`src/rtl/mp3_ctrl_panel.sv`:
```
// Front-panel controls for the mp3 SPI player: debounces four raw buttons
// and produces the volume word, song-select level and pause level.
module mp3_ctrl_panel #(
    parameter int unsigned DEBOUNCE_CYCLES = 50000,
    parameter int unsigned HOLD_CYCLES     = 2000000,
    parameter int unsigned REPEAT_CYCLES   = 500000,
    parameter logic [7:0]  VOL_STEP        = 8'h10,
    parameter logic [7:0]  MAX_ATT         = 8'hF0,
    parameter logic [7:0]  DEFAULT_ATT     = 8'h20
) (
    input  logic        clk,
    input  logic        rst,
    input  logic        i_btn_up,
    input  logic        i_btn_dn,
    input  logic        i_btn_next,
    input  logic        i_btn_pause,
    output logic [15:0] o_vol,
    output logic        o_song_select,
    output logic        o_pause,
    output logic [3:0]  o_vol_level
);

    localparam int unsigned NB      = 4;
    localparam int unsigned B_UP    = 0;
    localparam int unsigned B_DN    = 1;
    localparam int unsigned B_NEXT  = 2;
    localparam int unsigned B_PAUSE = 3;
    localparam int unsigned DW      = (DEBOUNCE_CYCLES > 2) ? $clog2(DEBOUNCE_CYCLES) : 1;
    localparam int unsigned TMAX    = (HOLD_CYCLES > REPEAT_CYCLES) ? HOLD_CYCLES : REPEAT_CYCLES;
    localparam int unsigned TW      = (TMAX > 2) ? $clog2(TMAX) : 1;

    typedef enum logic [1:0] {
        V_IDLE,
        V_HOLD,
        V_REPEAT
    } vstate_t;

    logic [NB-1:0] raw;
    logic [NB-1:0] sync1;
    logic [NB-1:0] sync2;
    logic [NB-1:0] stable;
    logic [NB-1:0] stable_d;
    logic [NB-1:0] press;
    logic [DW-1:0] dcnt [NB];

    vstate_t       state, state_n;
    logic [TW-1:0] tmr, tmr_n;
    logic          dir, dir_n;
    logic [7:0]    att, att_n;
    logic          held;
    logic          both;

    assign raw = {i_btn_pause, i_btn_next, i_btn_dn, i_btn_up};

    // One saturating volume step; 9-bit sum so the quiet side cannot wrap.
    function automatic logic [7:0] step_att(input logic [7:0] a, input logic up);
        logic [8:0] sum;
        sum = {1'b0, a} + {1'b0, VOL_STEP};
        if (up) begin
            step_att = (a < VOL_STEP) ? 8'h00 : a - VOL_STEP;
        end else begin
            step_att = (sum > {1'b0, MAX_ATT}) ? MAX_ATT : sum[7:0];
        end
    endfunction

    // Synchronise, debounce and turn stable rising edges into one-cycle presses.
    always_ff @(posedge clk) begin
        if (rst) begin
            sync1    <= '0;
            sync2    <= '0;
            stable   <= '0;
            stable_d <= '0;
            press    <= '0;
            for (int i = 0; i < NB; i++) begin
                dcnt[i] <= '0;
            end
        end else begin
            sync1    <= raw;
            sync2    <= sync1;
            stable_d <= stable;
            press    <= stable & ~stable_d;
            for (int i = 0; i < NB; i++) begin
                if (sync2[i] == stable[i]) begin
                    dcnt[i] <= '0;
                end else if (dcnt[i] == DW'(DEBOUNCE_CYCLES - 1)) begin
                    stable[i] <= sync2[i];
                    dcnt[i]   <= '0;
                end else begin
                    dcnt[i] <= dcnt[i] + DW'(1);
                end
            end
        end
    end

    // Song toggles on next and always unpauses; next beats pause in the same cycle.
    always_ff @(posedge clk) begin
        if (rst) begin
            o_song_select <= 1'b0;
            o_pause       <= 1'b0;
        end else if (press[B_NEXT]) begin
            o_song_select <= ~o_song_select;
            o_pause       <= 1'b0;
        end else if (press[B_PAUSE]) begin
            o_pause <= ~o_pause;
        end
    end

    assign held = dir ? stable[B_UP] : stable[B_DN];
    assign both = stable[B_UP] & stable[B_DN];

    // Volume FSM state, timer, latched direction and attenuation registers.
    always_ff @(posedge clk) begin
        if (rst) begin
            state <= V_IDLE;
            tmr   <= '0;
            dir   <= 1'b0;
            att   <= DEFAULT_ATT;
        end else begin
            state <= state_n;
            tmr   <= tmr_n;
            dir   <= dir_n;
            att   <= att_n;
        end
    end

    // Volume FSM next state: first step on press, hold delay, then auto-repeat.
    always_comb begin
        state_n = state;
        tmr_n   = tmr;
        dir_n   = dir;
        att_n   = att;
        unique case (state)
            V_IDLE: begin
                if (press[B_UP] ^ press[B_DN]) begin
                    dir_n   = press[B_UP];
                    att_n   = step_att(att, press[B_UP]);
                    tmr_n   = TW'(HOLD_CYCLES - 1);
                    state_n = V_HOLD;
                end
            end
            V_HOLD, V_REPEAT: begin
                if (!held || both) begin
                    state_n = V_IDLE;
                end else if (tmr == '0) begin
                    att_n   = step_att(att, dir);
                    tmr_n   = TW'(REPEAT_CYCLES - 1);
                    state_n = V_REPEAT;
                end else begin
                    tmr_n = tmr - TW'(1);
                end
            end
            default: state_n = V_IDLE;
        endcase
    end

    assign o_vol       = {att, att};
    assign o_vol_level = att[7:4];

endmodule

```
`config.mk`:
```
export PLATFORM = sky130hd
export DESIGN_NAME = mp3_ctrl_panel
export DESIGN_NICKNAME = d
export VERILOG_FILES = /design/src/rtl/mp3_ctrl_panel.sv
export SDC_FILE = /design/constraint.sdc
export NUM_CORES = 1
export LEC_CHECK = 0
export ABC_CLOCK_PERIOD_IN_PS = 6780
export CELL_PAD_IN_SITES_DETAIL_PLACEMENT = 1
export CELL_PAD_IN_SITES_GLOBAL_PLACEMENT = 2
export CORE_MARGIN = 2
export CORE_UTILIZATION = 42
export DETAILED_ROUTE_END_ITERATION = 6
export GPL_TIMING_DRIVEN = 0
export PLACE_DENSITY = 0.93
export SYNTH_ARGS = -nofsm -noshare
export SYNTH_HDL_FRONTEND = slang
export SYNTH_SLANG_ARGS = --single-unit
```
`constraint.sdc`:
```
create_clock -name clk -period 6.78 [get_ports clk]
set_clock_uncertainty 0.1 [all_clocks]
set_input_delay 1.356 -clock clk [delete_from_list [all_inputs] [get_ports clk]]
set_output_delay 1.356 -clock clk [all_outputs]
set_load 0.03 [all_outputs]
```
Word level (Yosys, flattened, before mapping)
Memory sizes are Yosys's and may differ from the RTL's.
Index checks and enable logic that the tools add are counted.

storage, ports and cells
  flip-flop bits (word level) = 54
  input port bits = 6
  logic and storage cells = 150
  memories = 1
  RAM bits = 64
  output and inout bits = 22

memory list
  name  words  bits a word  read ports  clocked after memory_dff  write ports  line  text
  dcnt  4      16           4           0                         4            44    logic [DW-1:0] dcnt [NB];

cells by class
  mux-type cells = 75
  reduce and logical (&&, ||, !) cells = 15
  magnitude comparators = 2
  bitwise logic cells = 22
  equality and inequality tests = 14
  add/sub/neg operators = 7

operators by type and width
  operator                 count
  $mux W16                 12
  $add A16 B1 Y16 const B  4
  $eq A16 B16 Y1 const B   4
  $mux W21                 3
  $mux W8                  7
  $mux W1                  47
  $pmux W21 S2             1
  $logic_not A21 Y1        1
  $sub A21 B1 Y21 const B  1
  $pmux W8 S2              1
  $or A1 B1 Y1             12
  $reduce_and A2 Y1        6
  $add A8 B5 Y9 const B    1
  $gt A9 B8 Y1 const B     1
  $lt A8 B5 Y1 const B     1
  $sub A8 B5 Y8 const B    1
  $mux W2                  3
  $ne A2 B2 Y1 const B     3
  $not A1 Y1               6
  $and A4 B4 Y4            1
  $eq A1 B1 Y1             4
  $not A4 Y4               1
  $pmux W2 S2              1
  $reduce_and A4 Y1        1
  11 further kinds         12

Depth between registers and ports, before layout
Gate-level depths: netlist of the first run.

  depth in word-level cells = 7
  gate-level depth with buffers = 8
  gate-level depth less buffers = 7

Worst setup path before layout of the first run
OpenSTA, ideal clock, no wires.

  kind = in2reg
  from = input port rst
  to = memory dcnt[1][10] (netlist bit), data pin
  path slack = 4256 ps
  path buffers = 2
  stages on the path = 5
  arrival time = 2158 ps
  library setup time = 266 ps
  required time = 6414 ps
  cells stage by stage = clkbuf_1 nor2_1 nand2_1 clkbuf_1 nor2_1

RTL lines
  what             line  text
  start, declared  12    input logic rst,
  end, declared    44

Final worst setup path of the first run
  from = input port rst
  to = register o_song_select

RTL lines
  what                  line  text
  end signal, assigned  101   o_song_select <= ~o_song_select;
  end, declared         18    output logic o_song_select,

No word-level cell between the ends.

==> reports/results.txt, run 1 <==
Outcome: completed
Post-CTS Repair Setup Buffers: 0
Worst-path fanout max: 10
Critical path's slowest cell: clkdlybuf4s50_1
RSZ-0062 raised after global routing: no
Largest net degree at the start of global routing: 17
Std cell rows: 44
Busiest grt layer: met2
Layout overhead on the synthesized area: 22.34%
Root Driver: clkbuf_16
Global-route wire length before repair: 25,790 µm
Syn Std Cell Area: 0.006117 mm²
1st-pass router iterations: 4
Clk buf depth: 2
CP max stage delay: 0.61 ns
Worst-path clk slew: 0.06 ns
Via/cell ratio: 5.362
Gr ovfl total: 0
CTS H-Tree Depth: 4
Post-synth EDFFs: 64
Crit path top cell by count: clkbuf_1
Critical path, cell by cell: clkdlybuf4s50_1, clkbuf_1, buf_1, clkbuf_1, nor2_1
Vias in the first global route: 5,240
Layout Nets: 747
Horiz. Die Dim: 124.7 µm
Met2 global-route usage: 0.3693
I/O Buffers: 27
# hold bufs at CTS: 0
Worst-Skew Late Latency: 0.42 ns
Fin area: 0.007483 mm²
F_max: 290.5 MHz
DRT Wirelength: 15,410 µm
GPL Wtd Cong: 0.8522
Num CTS Buffers: 17
Internal power: 1420 µW
Core Util, Final: 0.5208
Hold Crit Class: register to register
Leakage power: 0.002773 µW
Synth top area cells: edfxtp_1 (31%), dfxtp_1 (18%), nor2_1 (5.3%)
Met3 GRT Util: 0.03995
Fin. Hold Viols: 0
Synth Register Bits: 118
Period minus WS final: 3.443 ns
Antenna viol nets, final: 0
Met1 usage: 0.2415
HPWL Detailed: 10,770 µm
Die area: 0.01555 mm²
GRT Util Overall: 0.2060
Syn Area/Cell: 9.850 µm²
Via count: 4,971
Fill count: 1,643
Yosys cell types: 67
Share of cells above drive strength 1: 0.08479
Initial DRC Count: 255
Cells after Synth: 621
Max Slew Vio Count: 0
Pwr Density: 240.8 mW/mm²
Ys async rst share: 0
Area leader, netlist: edfxtp_1
I/O Pins: 28
Core area: 0.01437 mm²
Number of antenna violations at the first check in global routing: 0
Crit-path leading delay family: buffers and inverters
Switching portion of total power: 0.2120
Antenna Cells: 0
Setup crit end kind: register
Starting Density: 0.4257
Placed cell area: 0.006854 mm²
Final setup violating endpoints: 0
Sw power: 382.0 µW
Sum Neg Setup Slack: 0 ns
Worst vdd ir: 0.1790 mV
CTS tree: done
Post_cts resized: 0
Height of the die: 124.7 µm
Gate power share: 0.037
Final period util: 0.5077
Main synth FF type: edfxtp_1
WP data arrival: 3.62 ns
# clock sinks: 118
Slew margin rel.: 0.3581
CP required: 6.96 ns
Worst-Margin Slew: 0.9628 ns
Kind of critical path: input pin to register
DRC violations left: 0
Crit start category: input pin
Reg power frac: 0.442
Buffers and inverters on the worst path: 4
Top cell type's share of synthesized area: 0.3142
Number of max-cap violations: 0
Wirelength per Cell: 16.63 µm
Synth warn: 0
Seq/Total Area, Yosys: 0.4909
Clk pwr share: 0.522
[cell type report]
class / count / area, µm² / share of cell area
Tap cell: 184 / 230.2 / 0.03076
Clock inverter: 5 / 51.30 / 0.006855
Clock buffer: 27 / 578.1 / 0.07724
Buffer: 31 / 166.4 / 0.02224
Timing Repair Buffer: 27 / 270.3 / 0.03611
Inverter: 14 / 52.55 / 0.007022
Multi-Input combinational cell: 521 / 3132 / 0.4185
Sequential cell: 118 / 3003 / 0.4013
[layout by cell type, fill, tap and decap left out, drive strengths merged, types with 4 or more instances in the layout]
| master | n |
|---|---|
| a211o | 4 |
| a211oi | 4 |
| a21oi | 26 |
| and2 | 5 |
| and3 | 17 |
| and4 | 8 |
| buf | 16 |
| clkbuf | 42 |
| clkdlybuf4s50 | 27 |
| conb | 64 |
| dfxtp | 54 |
| edfxtp | 64 |
| ha | 11 |
| inv | 15 |
| mux2i | 7 |
| nand2 | 44 |
| nand2b | 4 |
| nand3 | 21 |
| nand4 | 13 |
| nor2 | 87 |
| nor2b | 19 |
| nor3 | 19 |
| nor3b | 7 |
| nor4 | 8 |
| o21a | 5 |
| o21ai | 19 |
| o221a | 5 |
| or3 | 12 |
| or4 | 6 |
| xnor2 | 27 |
| xor2 | 33 |
[synthesized netlist by cell type (14+ instances only)]
cell type and n:
o21ai_0 18, edfxtp_1 64, nor2_1 87, xor2_1 33, dfxtp_1 54, xnor2_1 27, inv_1 14, nand3_1 21
nand2_1 44, a21oi_1 26, clkbuf_1 15, nor3_1 17, nor2b_1 19, and3_1 16
[worst register-to-register path, delay by kind of cell (launching register included)]
family | cells | cell delay, ns
flops | 1 | 0.47
buf+inv | 2 | 0.70
simple gates | 4 | 1.40
[state kept, by name, summed over array words and instances (netlist names)]
register and count:
sync2 4, o_song_select 1, dcnt 64, o_pause 1, att 8, stable 4
press 4, stable_d 4, tmr 21, state 2, dir 1, sync1 4
[worst paths after layout]
kind         slack [ns]        start  cells past startpoint       endpoint
max                3.34          rst                      5  o_song_select
min                0.28  stable_d[2]                      1       press[2]
max reg2reg        3.85  dcnt[3][11]                      6     dcnt[3][8]
min reg2reg        0.28  stable_d[2]                      1       press[2]
[cells by family (layout without fill, tap and decap cells)]
| kind of cell | Yosys count | in the layout | share of synthesized area |
|---|---|---|---|
| other | 1 | 64 | 0.0006130 |
| buffers and inverters | 45 | 104 | 0.03579 |
| and+or+nand+nor | 285 | 285 | 0.2442 |
| xor gates and xnor gates | 60 | 60 | 0.08591 |
| DFF | 118 | 118 | 0.4909 |
| AOI/OAI and AO/OA | 93 | 93 | 0.1068 |
| adders and majority gates | 11 | 11 | 0.02250 |
| muxes | 8 | 8 | 0.01330 |
[power groups by stage]
stage                     registers, µW  clock network (µW)  logic (µW)
after floorplan                     805                   0        42.3
after CTS                           795                 956        65.3
after global placement              808                   0        62.7
after global routing                799                 987        73.6
after detailed placement            810                   0        64.4
final                               796                 941        65.8
[through the flow]
| step | instances | hold slack, ns | worst slack, ns | power (µW) |
|---|---|---|---|---|
| after CTS | 927 | 0.2848 | 3.322 | 1816 |
| after global placement | 895 | 0.2719 | 2.974 | 870.9 |
| after floorplan | 684 | 0.2674 | 4.256 | 847.5 |
| final | 927 | 0.2805 | 3.337 | 1802 |
| after global routing | 927 | 0.2971 | 3.204 | 1860 |
| after detailed placement | 895 | 0.2766 | 2.884 | 874.1 |
[per-layer routing]
| layer | part of all wire | vias to the layer above |
|---|---|---|
| met5 | 0 | - |
| met4 | 0.018 | 0 |
| met1 | 0.42 | 2456 |
| met2 | 0.52 | 91 |
| li1 | - | 2403 |
| met3 | 0.036 | 21 |
Power figures use the tool's default switching activity.
==> run 2: changes to the inputs <==
==> config.mk (replaced) <==
export PLATFORM = sky130hd
export DESIGN_NAME = mp3_ctrl_panel
export DESIGN_NICKNAME = d
export VERILOG_FILES = /design/src/rtl/mp3_ctrl_panel.sv
export SDC_FILE = /design/constraint.sdc
export NUM_CORES = 1
export LEC_CHECK = 0
export ABC_CLOCK_PERIOD_IN_PS = 3400
export CELL_PAD_IN_SITES_DETAIL_PLACEMENT = 1
export CELL_PAD_IN_SITES_GLOBAL_PLACEMENT = 2
export CORE_MARGIN = 2
export CORE_UTILIZATION = 39
export DETAILED_ROUTE_END_ITERATION = 6
export GPL_TIMING_DRIVEN = 0
export PLACE_DENSITY = 0.88
export SYNTH_ARGS = -nofsm -noshare
export SYNTH_HDL_FRONTEND = slang
export SYNTH_SLANG_ARGS = --single-unit
==> constraint.sdc (replaced) <==
create_clock -name clk -period 3.4 [get_ports clk]
set_clock_uncertainty 0.1 [all_clocks]
set_input_delay 0.68 -clock clk [delete_from_list [all_inputs] [get_ports clk]]
set_output_delay 0.68 -clock clk [all_outputs]
set_load 0.03 [all_outputs]
==> reports/results.txt, run 2 (synthesis results as in run 1) <==
WP data arrival: 2.94 ns (was 3.62 ns)
Core area: 0.01526 mm² (was 0.01437 mm²)
Core Util, Final: 0.4897 (was 0.5208)
Worst-Skew Late Latency: 0.42 ns (about the same)
# clock sinks: 118 (unchanged)
Layout overhead on the synthesized area: 22.15% (was 22.34%)
GRT Util Overall: 0.1926 (was 0.2060)
Gate power share: 0.038 (was 0.037)
HPWL Detailed: 10,730 µm (was 10,770 µm)
Std cell rows: 45 (was 44)
Final period util: 0.8498
Hold Crit Class: register to register (unchanged)
I/O Pins: 28 (unchanged)
Sw power: 838.7 µW (was 382.0 µW)
Reg power frac: 0.457 (was 0.442)
Layout Nets: 747 (unchanged)
Worst-path clk slew: 0.06 ns (about the same)
Wirelength per Cell: 15.62 µm (was 16.63 µm)
GPL Wtd Cong: 0.8612 (was 0.8522)
Post-route worst setup slack: 0.5108 ns (was 3.337 ns)
Post_cts resized: 0 (unchanged)
# hold bufs at CTS: 0 (unchanged)
R2r endpoint: dcnt[2][13] (was dcnt[3][8])
Num CTS Buffers: 17 (unchanged)
Worst-Margin Slew: 0.8544 ns (was 0.9628 ns)
Worst-path fanout max: 10 (unchanged)
1st-pass router iterations: 4 (unchanged)
Share of cells above drive strength 1: 0.08883 (was 0.08479)
Internal power: 2631 µW (was 1420 µW)
Switching portion of total power: 0.2418 (was 0.2120)
Reg2reg setup slack: 0.51 ns (was 3.85 ns)
Slew margin rel.: 0.4304 (was 0.3581)
RSZ-0062 raised after global routing: no (unchanged)
Max reg flops: 64 (unchanged)
Gr ovfl total: 0 (unchanged)
Max Slew Vio Count: 0 (unchanged)
Worst Setup SP: dcnt[2][4] (was rst)
Worst reg-to-reg path cell count: 7 (was 6)
Number of antenna violations at the first check in global routing: 0 (unchanged)
CTS tree: done (unchanged)
CTS H-Tree Depth: 4 (unchanged)
Post-CTS Repair Setup Buffers: 0 (unchanged)
Clk buf depth: 2 (unchanged)
Top Registers: dcnt x64, tmr x21, att x8 (unchanged)
DRT Wirelength: 14,900 µm (was 15,410 µm)
DRC violations left: 0 (unchanged)
Critical Path Sink: dcnt[2][13] (was o_song_select)
Antenna viol nets, final: 0 (unchanged)
Fill count: 1,763 (was 1,643)
Worst vdd ir: 0.3550 mV (was 0.1790 mV)
Placed cell area: 0.006888 mm² (was 0.006854 mm²)
Die area: 0.01670 mm² (was 0.01555 mm²)
Largest net degree at the start of global routing: 17 (unchanged)
Final setup violating endpoints: 0 (unchanged)
Vias in the first global route: 5,162 (was 5,240)
Critical R2R Launch: dcnt[2][4] (was dcnt[3][11])
Horiz. Die Dim: 129.2 µm (was 124.7 µm)
Fin. Hold Viols: 0 (unchanged)
Antenna Cells: 0 (unchanged)
Initial DRC Count: 215 (was 255)
Fin Hold WS: 0.2883 ns (was 0.2805 ns)
CP required: 3.45 ns (was 6.96 ns)
Setup crit end kind: register (unchanged)
Fin area: 0.007472 mm² (was 0.007483 mm²)
Global-route wire length before repair: 25,260 µm (was 25,790 µm)
Most common cell after layout, fill and taps aside: nor2_1 (unchanged)
Most flop-heavy register: dcnt (unchanged)
Dpl ws: 0.1403 ns (was 2.884 ns)
Via/cell ratio: 5.121 (was 5.362)
Crit start category: register (was input pin)
Root Driver: clkbuf_16 (unchanged)
Number of max-cap violations: 0 (unchanged)
Clk pwr share: 0.505 (was 0.522)
Via count: 4,885 (was 4,971)
Outcome: completed (unchanged)
F_max: 346.1 MHz
I/O Buffers: 27 (unchanged)
Period minus WS final: 2.889 ns
Starting Density: 0.4009 (was 0.4257)
Leakage power: 0.002748 µW (was 0.002773 µW)
Pwr Density: 464.3 mW/mm² (was 240.8 mW/mm²)
Height of the die: 129.2 µm (was 124.7 µm)
Most frequent cells in the layout: nor2_1 (87), edfxtp_1 (64), conb_1 (64) (unchanged)
Kind of critical path: register to register (was input pin to register)
Sum Neg Setup Slack: 0 ns (unchanged)
[run 2: changes by cell type in the layout (fill, tap and decap cells not counted)]
cell       before  now
bufinv_16       1    0
clkinv_4        0    7
clkbuf_1       18   15
inv_6           0    4
clkinv_2        3    0
clkbuf_8        3    0
inv_4           1    2
clkbuf_16      21   19
[run 2: layout make-up]
type                            count  area, µm²  share of cell area
Buffer                             31      166.4             0.02227
Inverter                           14      52.55            0.007033
Sequential cell                   118       3003              0.4019
Tap cell                          211      264.0             0.03533
Timing Repair Buffer               27      270.3             0.03617
Clock inverter                     13      108.9             0.01457
Clock buffer                       19      475.5             0.06363
Multi-Input combinational cell    521       3132              0.4191
[run 2: how the worst min path moves through the flow]
stage / start / end / cells after the start
finish: stable_d[1] / press[1] / 1
global route: stable_d[3] / press[3] / 1
CTS: stable_d[1] / press[1] / 1
detailed placement: stable_d[2] / press[2] / 1
global placement: stable_d[2] / press[2] / 1
floorplan: stable_d[0] / press[0] / 1
[run 2: power groups by stage]
stage / Sequential [µW] / Clock, µW / Combinational, µW
4_1_cts: 1590 / 1790 / 130
5_1_grt: 1590 / 1850 / 146
3_3_place_gp: 1610 / 0 / 125
6_report: 1590 / 1750 / 130
2_1_floorplan: 1610 / 0 / 84.3
3_5_place_dp: 1620 / 0 / 128
[run 2: metrics by stage]
| stage | power [µW] | std cells |
|---|---|---|
| floorplan | 1690 | 684 |
| global placement | 1738 | 922 |
| detailed placement | 1745 | 922 |
| CTS | 3505 | 954 |
| global route | 3587 | 954 |
| finish | 3469 | 954 |
[run 2: metal layers]
layer,vias to the layer above,GRT usage,wire length (µm),share of wire
met2,84,0.3328,7510,0.50
met1,2369,0.2324,6614,0.44
met4,0,0.07161,247,0.017
li1,2413,-,-,-
met3,19,0.04789,527,0.035
met5,-,0,0,0
[run 2: worst max-delay path: stages, from the launching register on]
cell	delay (ns)
edfxtp_1	0.49
nor4_1	0.30
nand3b_1	0.11
nor4_1	0.59
or3_1	0.20
clkbuf_1	0.30
clkbuf_1	0.43
nor2_1	0.10
